**src/rtl/ctrl_pkg.sv**
```systemverilog
// ctrl_pkg -- shared encodings for the RV32I multi-cycle sequencer.
//   state_t   : sequencer state encoding (also exported on ctrl_fsm.o_state)
//   OPC_*     : insn[6:2] major-opcode constants
//   pc_sel_t  : PC next-value mux encoding
//   wb_sel_t  : register-file write-back mux encoding
// Shared with the decoder and datapath so all three agree on encodings.
package ctrl_pkg;

  typedef enum logic [2:0] {
    ST_FETCH  = 3'd0,
    ST_DECODE = 3'd1,
    ST_EXEC   = 3'd2,
    ST_MEM    = 3'd3,
    ST_WB     = 3'd4,
    ST_TRAP   = 3'd5
  } state_t;

  localparam logic [4:0] OPC_LOAD     = 5'b00000;
  localparam logic [4:0] OPC_MISC_MEM = 5'b00011;
  localparam logic [4:0] OPC_OP_IMM   = 5'b00100;
  localparam logic [4:0] OPC_AUIPC    = 5'b00101;
  localparam logic [4:0] OPC_STORE    = 5'b01000;
  localparam logic [4:0] OPC_OP       = 5'b01100;
  localparam logic [4:0] OPC_LUI      = 5'b01101;
  localparam logic [4:0] OPC_BRANCH   = 5'b11000;
  localparam logic [4:0] OPC_JALR     = 5'b11001;
  localparam logic [4:0] OPC_JAL      = 5'b11011;
  localparam logic [4:0] OPC_SYSTEM   = 5'b11100;

  // Encoding 3 is unused.
  typedef enum logic [1:0] {
    PC_PLUS4  = 2'd0,
    PC_TARGET = 2'd1,
    PC_JALR   = 2'd2
  } pc_sel_t;

  typedef enum logic [1:0] {
    WB_ALU = 2'd0,
    WB_MEM = 2'd1,
    WB_PC4 = 2'd2,
    WB_IMM = 2'd3
  } wb_sel_t;

  // Opcodes this core executes; everything else (SYSTEM included) traps.
  function automatic logic is_legal_opcode(input logic [4:0] opc);
    case (opc)
      OPC_LOAD, OPC_MISC_MEM, OPC_OP_IMM, OPC_AUIPC, OPC_STORE,
      OPC_OP, OPC_LUI, OPC_BRANCH, OPC_JALR, OPC_JAL: return 1'b1;
      default:                                        return 1'b0;
    endcase
  endfunction

endpackage

```
**src/rtl/ctrl_wait_cnt.sv**
```systemverilog
// ctrl_wait_cnt -- memory-handshake timeout counter.
//   clk, rst     : clock, asynchronous active-high reset
//   i_req        : a memory request is outstanding this cycle
//   i_ready      : memory completes the request this cycle
//   o_timeout    : this is the MAX_WAIT-th consecutive unanswered cycle
// The count restarts whenever no request is outstanding or the memory
// answers, so each request starts from zero. MAX_WAIT = 0 disables the
// timeout. MAX_WAIT must be < 2**WAIT_W.
module ctrl_wait_cnt #(
  parameter int MAX_WAIT = 0,
  parameter int WAIT_W   = 8
) (
  input  logic clk,
  input  logic rst,
  input  logic i_req,
  input  logic i_ready,
  output logic o_timeout
);

  logic [WAIT_W-1:0] r_cnt;
  logic              w_waiting;

  assign w_waiting = i_req & ~i_ready;

  // NOTE: state registers use non-blocking assignments so every flop samples
  // the pre-edge values of the others, independent of block ordering.
  always_ff @(posedge clk or posedge rst) begin
    if (rst)            r_cnt <= '0;
    else if (w_waiting) r_cnt <= r_cnt + WAIT_W'(1);
    else                r_cnt <= '0;
  end

  // Fire on the cycle whose miss would make the count reach MAX_WAIT, so the
  // FSM enters TRAP right after MAX_WAIT unanswered cycles; a ready in that
  // same cycle clears w_waiting and therefore wins.
  generate
    if (MAX_WAIT == 0) begin : g_no_limit
      assign o_timeout = 1'b0;
    end else begin : g_limit
      localparam logic [WAIT_W-1:0] LP_LAST = WAIT_W'(MAX_WAIT - 1);
      assign o_timeout = w_waiting && (r_cnt == LP_LAST);
    end
  endgenerate

endmodule

```
**src/rtl/ctrl_fsm.sv**
```systemverilog
// ctrl_fsm -- multi-cycle sequencer for the RV32I core.
//   clk, rst       : clock, asynchronous active-high reset
//   i_opcode       : insn[6:2] (IR-registered, stable from DECODE on)
//   i_invalid      : decoder invalid flag
//   i_br_taken     : branch compare result, used in EXEC
//   i_mem_ready    : memory completes the current request
//   o_mem_req/o_mem_we/o_addr_sel : shared memory port control
//   o_ir_we, o_pc_we, o_pc_sel    : IR and PC update
//   o_alu_a_sel, o_alu_b_sel      : ALU operand muxes
//   o_rf_we, o_wb_sel             : register-file write-back
//   o_trap         : sticky fault flag, cleared only by rst
//   o_state        : current state (debug)
//   o_instret      : retired-instruction count (only with CTRL_INSTRET_EN)
// Optional feature macro: CTRL_INSTRET_EN.
module ctrl_fsm
  import ctrl_pkg::*;
#(
  parameter int MAX_WAIT = 0,
  parameter int WAIT_W   = 8
) (
  input  logic       clk,
  input  logic       rst,
  input  logic [4:0] i_opcode,
  input  logic       i_invalid,
  input  logic       i_br_taken,
  input  logic       i_mem_ready,
  output logic       o_mem_req,
  output logic       o_mem_we,
  output logic       o_addr_sel,
  output logic       o_ir_we,
  output logic       o_pc_we,
  output logic [1:0] o_pc_sel,
  output logic       o_alu_a_sel,
  output logic       o_alu_b_sel,
  output logic       o_rf_we,
  output logic [1:0] o_wb_sel,
  output logic       o_trap,
  output logic [2:0] o_state
`ifdef CTRL_INSTRET_EN
  ,
  output logic [63:0] o_instret
`endif
);

  state_t r_state;
  state_t w_next;
  logic   w_mem_phase;
  logic   w_timeout;
  logic   w_alu_a;
  logic   w_alu_b;

  assign w_mem_phase = (r_state == ST_FETCH) || (r_state == ST_MEM);

  // Operand selects follow the opcode and are held from EXEC through WB so
  // the ALU result stays valid for the address phase and write-back.
  assign w_alu_a = (i_opcode == OPC_AUIPC) || (i_opcode == OPC_JAL);
  assign w_alu_b = w_alu_a || (i_opcode == OPC_OP_IMM) || (i_opcode == OPC_LOAD) ||
                   (i_opcode == OPC_STORE) || (i_opcode == OPC_JALR);

  // Driven from the registered state rather than o_mem_req so the timeout
  // does not loop back through the output decoder.
  ctrl_wait_cnt #(
    .MAX_WAIT (MAX_WAIT),
    .WAIT_W   (WAIT_W)
  ) u_wait_cnt (
    .clk       (clk),
    .rst       (rst),
    .i_req     (w_mem_phase),
    .i_ready   (i_mem_ready),
    .o_timeout (w_timeout)
  );

  always_ff @(posedge clk or posedge rst) begin
    if (rst) r_state <= ST_FETCH;
    else     r_state <= w_next;
  end

  always_comb begin
    // NOTE: every output and w_next is defaulted first, so no branch below can
    // leave a value unassigned and infer a latch.
    w_next      = r_state;
    o_mem_req   = 1'b0;
    o_mem_we    = 1'b0;
    o_addr_sel  = 1'b0;
    o_ir_we     = 1'b0;
    o_pc_we     = 1'b0;
    o_pc_sel    = PC_PLUS4;
    o_alu_a_sel = 1'b0;
    o_alu_b_sel = 1'b0;
    o_rf_we     = 1'b0;
    o_wb_sel    = WB_ALU;
    o_trap      = 1'b0;

    case (r_state)
      ST_FETCH: begin
        o_mem_req = 1'b1;
        if (i_mem_ready) begin
          o_ir_we = 1'b1;
          w_next  = ST_DECODE;
        end else if (w_timeout) begin
          w_next = ST_TRAP;
        end
      end

      ST_DECODE: begin
        w_next = (i_invalid || !is_legal_opcode(i_opcode)) ? ST_TRAP : ST_EXEC;
      end

      ST_EXEC: begin
        o_alu_a_sel = w_alu_a;
        o_alu_b_sel = w_alu_b;
        case (i_opcode)
          OPC_LOAD, OPC_STORE: w_next = ST_MEM;
          OPC_BRANCH: begin
            o_pc_we  = 1'b1;
            o_pc_sel = i_br_taken ? PC_TARGET : PC_PLUS4;
            w_next   = ST_FETCH;
          end
          OPC_MISC_MEM: begin
            o_pc_we = 1'b1;
            w_next  = ST_FETCH;
          end
          default: w_next = ST_WB;
        endcase
      end

      ST_MEM: begin
        o_alu_a_sel = w_alu_a;
        o_alu_b_sel = w_alu_b;
        o_mem_req   = 1'b1;
        o_addr_sel  = 1'b1;
        o_mem_we    = (i_opcode == OPC_STORE);
        if (i_mem_ready) begin
          if (i_opcode == OPC_STORE) begin
            o_pc_we = 1'b1;
            w_next  = ST_FETCH;
          end else begin
            w_next = ST_WB;
          end
        end else if (w_timeout) begin
          w_next = ST_TRAP;
        end
      end

      ST_WB: begin
        o_alu_a_sel = w_alu_a;
        o_alu_b_sel = w_alu_b;
        o_rf_we     = 1'b1;
        o_pc_we     = 1'b1;
        case (i_opcode)
          OPC_LOAD:           o_wb_sel = WB_MEM;
          OPC_JAL, OPC_JALR:  o_wb_sel = WB_PC4;
          OPC_LUI:            o_wb_sel = WB_IMM;
          default:            o_wb_sel = WB_ALU;
        endcase
        case (i_opcode)
          OPC_JAL:  o_pc_sel = PC_TARGET;
          OPC_JALR: o_pc_sel = PC_JALR;
          default:  o_pc_sel = PC_PLUS4;
        endcase
        w_next = ST_FETCH;
      end

      ST_TRAP: o_trap = 1'b1;

      default: w_next = ST_TRAP;
    endcase

    // While reset is held the datapath must see no request and no update,
    // even though the state register already reads FETCH.
    if (rst) begin
      o_mem_req   = 1'b0;
      o_mem_we    = 1'b0;
      o_addr_sel  = 1'b0;
      o_ir_we     = 1'b0;
      o_pc_we     = 1'b0;
      o_pc_sel    = PC_PLUS4;
      o_alu_a_sel = 1'b0;
      o_alu_b_sel = 1'b0;
      o_rf_we     = 1'b0;
      o_wb_sel    = WB_ALU;
      o_trap      = 1'b0;
    end
  end

  assign o_state = r_state;

`ifdef CTRL_INSTRET_EN
  logic [63:0] r_instret;

  always_ff @(posedge clk or posedge rst) begin
    if (rst)          r_instret <= '0;
    else if (o_pc_we) r_instret <= r_instret + 64'd1;
  end

  assign o_instret = r_instret;
`endif

endmodule

```
**config.mk**
```make
export PLATFORM = sky130hd
export DESIGN_NAME = ctrl_fsm
export DESIGN_NICKNAME = d
export VERILOG_FILES = /design/src/rtl/ctrl_pkg.sv /design/src/rtl/ctrl_wait_cnt.sv /design/src/rtl/ctrl_fsm.sv
export SDC_FILE = /design/constraint.sdc
export NUM_CORES = 1
export LEC_CHECK = 0
export CORE_AREA = 5 5 44 46
export CTS_CLUSTER_DIAMETER = 100
export DETAILED_ROUTE_END_ITERATION = 10
export DIE_AREA = 0 0 49 51
export PLACE_DENSITY = 0.81
export SLEW_MARGIN = 10
export SYNTH_ARGS = -nofsm -noshare
export SYNTH_HDL_FRONTEND = slang
export SYNTH_SLANG_ARGS = --single-unit
```
**constraint.sdc**
```tcl
create_clock -name clk -period 2.6 [get_ports clk]
set_clock_uncertainty 0.1 [all_clocks]
set_input_delay 0.39 -clock clk [delete_from_list [all_inputs] [get_ports clk]]
set_output_delay 0.39 -clock clk [all_outputs]
set_load 0.02 [all_outputs]
```
==> flow_summary.yaml, run 1 <==
global_routing:
  grt_usage_pct: 14.9
  grt_max_degree: 15
  grt_pass1_wl_um: 2990
  antenna_found_initial: 0
  grt.overflow.total: 0
  grt_pass1_vias: 709
finish:
  nets: 140
  drive_gt1_share_pct: 25.6
  largest_register_ffs: 3
  final_area_um2: 998
  regArea_um2: 75.1
  syn2layout_area_growth_pct: 75.4
  multi_input_area_um2: 460
  diodes: 0
  fillCellCount: 114
  finalNonFillerCells: 141
  post-route-util_pct: 67.9
timing:
  finalCritPeriodShare_pct: 96.9
  fin_crit_ns: 2.52
  finalSetupTns_ns: 0
  finalSetupViolCount: 0
  clock.fmax_mhz: 397
  max_slew.worst_pin.slew_ns: 0.382
  hold_viol: 0
  setup_slack_ns: 0.0815
  rsz0062_at_grt: "no"
  maxSlewHeadroom_pct: 73.8
  maxSlewViolCount: 0
clock_network:
  numCtsBuffers: 3
  hold_buffers: 0
  cts_tree: "done"
  clock_sinks: 3
  cts_setup_buffers: 0
  insertion_delay_ns: 0.23
  root_buffer: "clkbuf_4"
  htree_levels: 1
  ctsLongestPathBuffers: 2
  clk_pin_slew_ns: 0.04
route:
  wl_met1_um: 748
  drtPass1Iterations: 4
  dr_total_vias: 739
  wl_met2_um: 888
  wl_met3_um: 81
  drt_iter0_markers: 13
  routed_wl_um: 1740
  highest-signal-layer: "met4"
  antenna_left: 0
  remaining_drc_errors: 0
  wl_per_cell_um: 12.3
  avgViaCountPerCell: 5.24
logic_synthesis:
  yosysTopAreaCellShare_pct: 13.2
  synth.ff_latch_count: 3
  synth_top_area_cell: "dfrtp_1"
  syn-cell-area_um2: 569
  syn_area_per_cell_um2: 7.03
  synth_area_leaders: "dfrtp_1, ha_1, nor2_1, o21ai_0, nand2_1"
  synth_edf_count: 0
  yosysSeqAreaShare_pct: 13.2
  synth_cells: 81
  ys_types: 35
  yosysWarnings: 0
  synth.most_common_cell: "nor2_1"
  async_reset_ff_share_pct: 100
  synth_nets: 95
  synth_common_cells: "nor2_1, nand2_1, o21ai_0"
  ys.flop_type: "dfrtp_1"
setup_path:
  reg2reg_to: "o_state[2]"
  reg2reg_from: "o_state[0]"
  cp-start-kind: "primary input"
  cpPeakStageDelay_ns: 0.55
  cp.required_ns: 2.11
  cpMaxStageDelayCell: "or4_4"
  cp.arrival_ns: 2.03
  cpLargestDelayFamily: "simple AND/OR/NAND/NOR gates"
  path_cells: "clkdlybuf4s50_1 -> nand2b_1 -> or4_4 -> a211oi_2 -> o31a_1 -> buf_6"
  crit_type: "in -> out"
  reg2reg_depth: 3
  critPathBufInv: 2
  crit_start: "i_opcode[2]"
  end_kind: "output pin"
  worstPathMaxFanout: 2
  r2r_slack_ns: 1.09
place:
  placed_area_um2: 968
  dp.cells: 137
  io_buffers: 25
  post-dp-hpwl_um: 1420
  gp_congestion: 0.828
  place_ws_ns: -0.509
power:
  power.leakage_uw: 0.000490
  p_per_area_nw_per_um2: 484
  irDropWorstVdd_mv: 0.466
job:
  maxCapViolCount: 0
hold_path:
  hold_path.class: "in -> async"
floorplan:
  fp.dieH_um: 51
  io_pins: 26
  die_x_um: 49
  rows: 14
  core_um2: 1470
  start_util_pct: 38.7
  dieArea_um2: 2500
outcome:
  status: "finished clean"
[how the worst max path moves through the flow]
stage / slack, ns / end / cells after the start
after detailed placement: -0.51 / o_pc_we / 8
after global routing: 0.009 / o_pc_we / 6
after CTS: -0.02 / o_pc_we / 8
after global placement: -0.47 / o_pc_we / 8
final: 0.08 / o_pc_we / 6
after floorplan: 0.12 / o_wb_sel[0] / 4
[routing by layer]
layer	GRT usage [%]	up-vias
li1	-	385
met1	17.1	332
met2	24.6	20
met3	3.49	2
met4	10.3	0
met5	0	-
[power breakdown]
| group | internal [uW] | total (uW) | leakage (uW) | switching [uW] |
|---|---|---|---|---|
| logic | 163 | 316 | 0.000441 | 153 |
| clock network | 57.4 | 80.3 | 0.0000150 | 22.9 |
| registers | 60.7 | 86.8 | 0.0000334 | 26.2 |
| total | 281 | 483 | 0.000490 | 202 |
[what timing repair did]
action,in CTS,in global routing
pin swaps,1,3
endpoints found under the setup margin,7,5
gates resized for setup,11,7
[cells in the final DEF (no fill, tap or decap), types with 2 or more instances in the layout]
| master | synthesis | layout |
|---|---|---|
| buf_4 | 0 | 20 |
| clkdlybuf4s50_1 | 0 | 15 |
| nor2_1 | 10 | 10 |
| nand2_1 | 7 | 7 |
| o21ai_0 | 6 | 6 |
| dlygate4sd2_1 | 0 | 6 |
| a21oi_1 | 4 | 4 |
| nand2b_1 | 4 | 4 |
| nor3_1 | 4 | 4 |
| nor2b_1 | 3 | 3 |
| and3_1 | 3 | 3 |
| ha_1 | 4 | 3 |
| clkbuf_4 | 0 | 3 |
| dlymetal6s2s_1 | 0 | 3 |
| dfrtp_1 | 3 | 3 |
| inv_1 | 4 | 2 |
| a2111oi_0 | 2 | 2 |
| nand3b_1 | 2 | 2 |
| o31a_1 | 2 | 2 |
| inv_2 | 0 | 2 |
[tightest hold or removal path, stage by stage]
cell and delay [ns]:
clkdlybuf4s50_1 0.42, buf_4 0.16, inv_1 0.07, buf_4 0.13
[layout make-up]
class | instances | share of cell area, %
Multi-Input combinational cell | 69 | 46.1
Timing Repair Buffer | 45 | 40.2
Sequential cell | 3 | 7.52
Clock buffer | 4 | 2.63
Tap cell | 16 | 2.01
Inverter | 4 | 1.50
[per-stage QoR]
stage	power (uW)	hold WS (ns)
2_1_floorplan	259	0.0601
3_3_place_gp	400	0.517
3_5_place_dp	405	0.551
4_1_cts	489	0.516
5_1_grt	528	0.559
6_report	483	0.528
[cell families after synthesis]
logic type                 after synthesis  share of synthesized area, %
AOI/OAI and AO/OA                       22                          27.5
xor gates and xnor gates                 1                          1.54
adders and majority gates                4                          8.79
buffers and inverters                    9                          6.37
DFF                                      3                          13.2
muxes                                    1                          1.98
and+or+nand+nor                         41                          40.7
No activity file was read; power rests on OpenSTA's default activity.
==> run 2, diff against run 1 <==
CAP_MARGIN = 30   (was not set)
==> results of run 2 <==
The final DEF is identical to that of run 1; final timing and power are the same.
==> run 3, diff against run 2 <==
HOLD_SLACK_MARGIN = 0.12   (was not set)
==> results of run 3 <==
The final DEF is identical to that of run 1; final timing and power are the same.
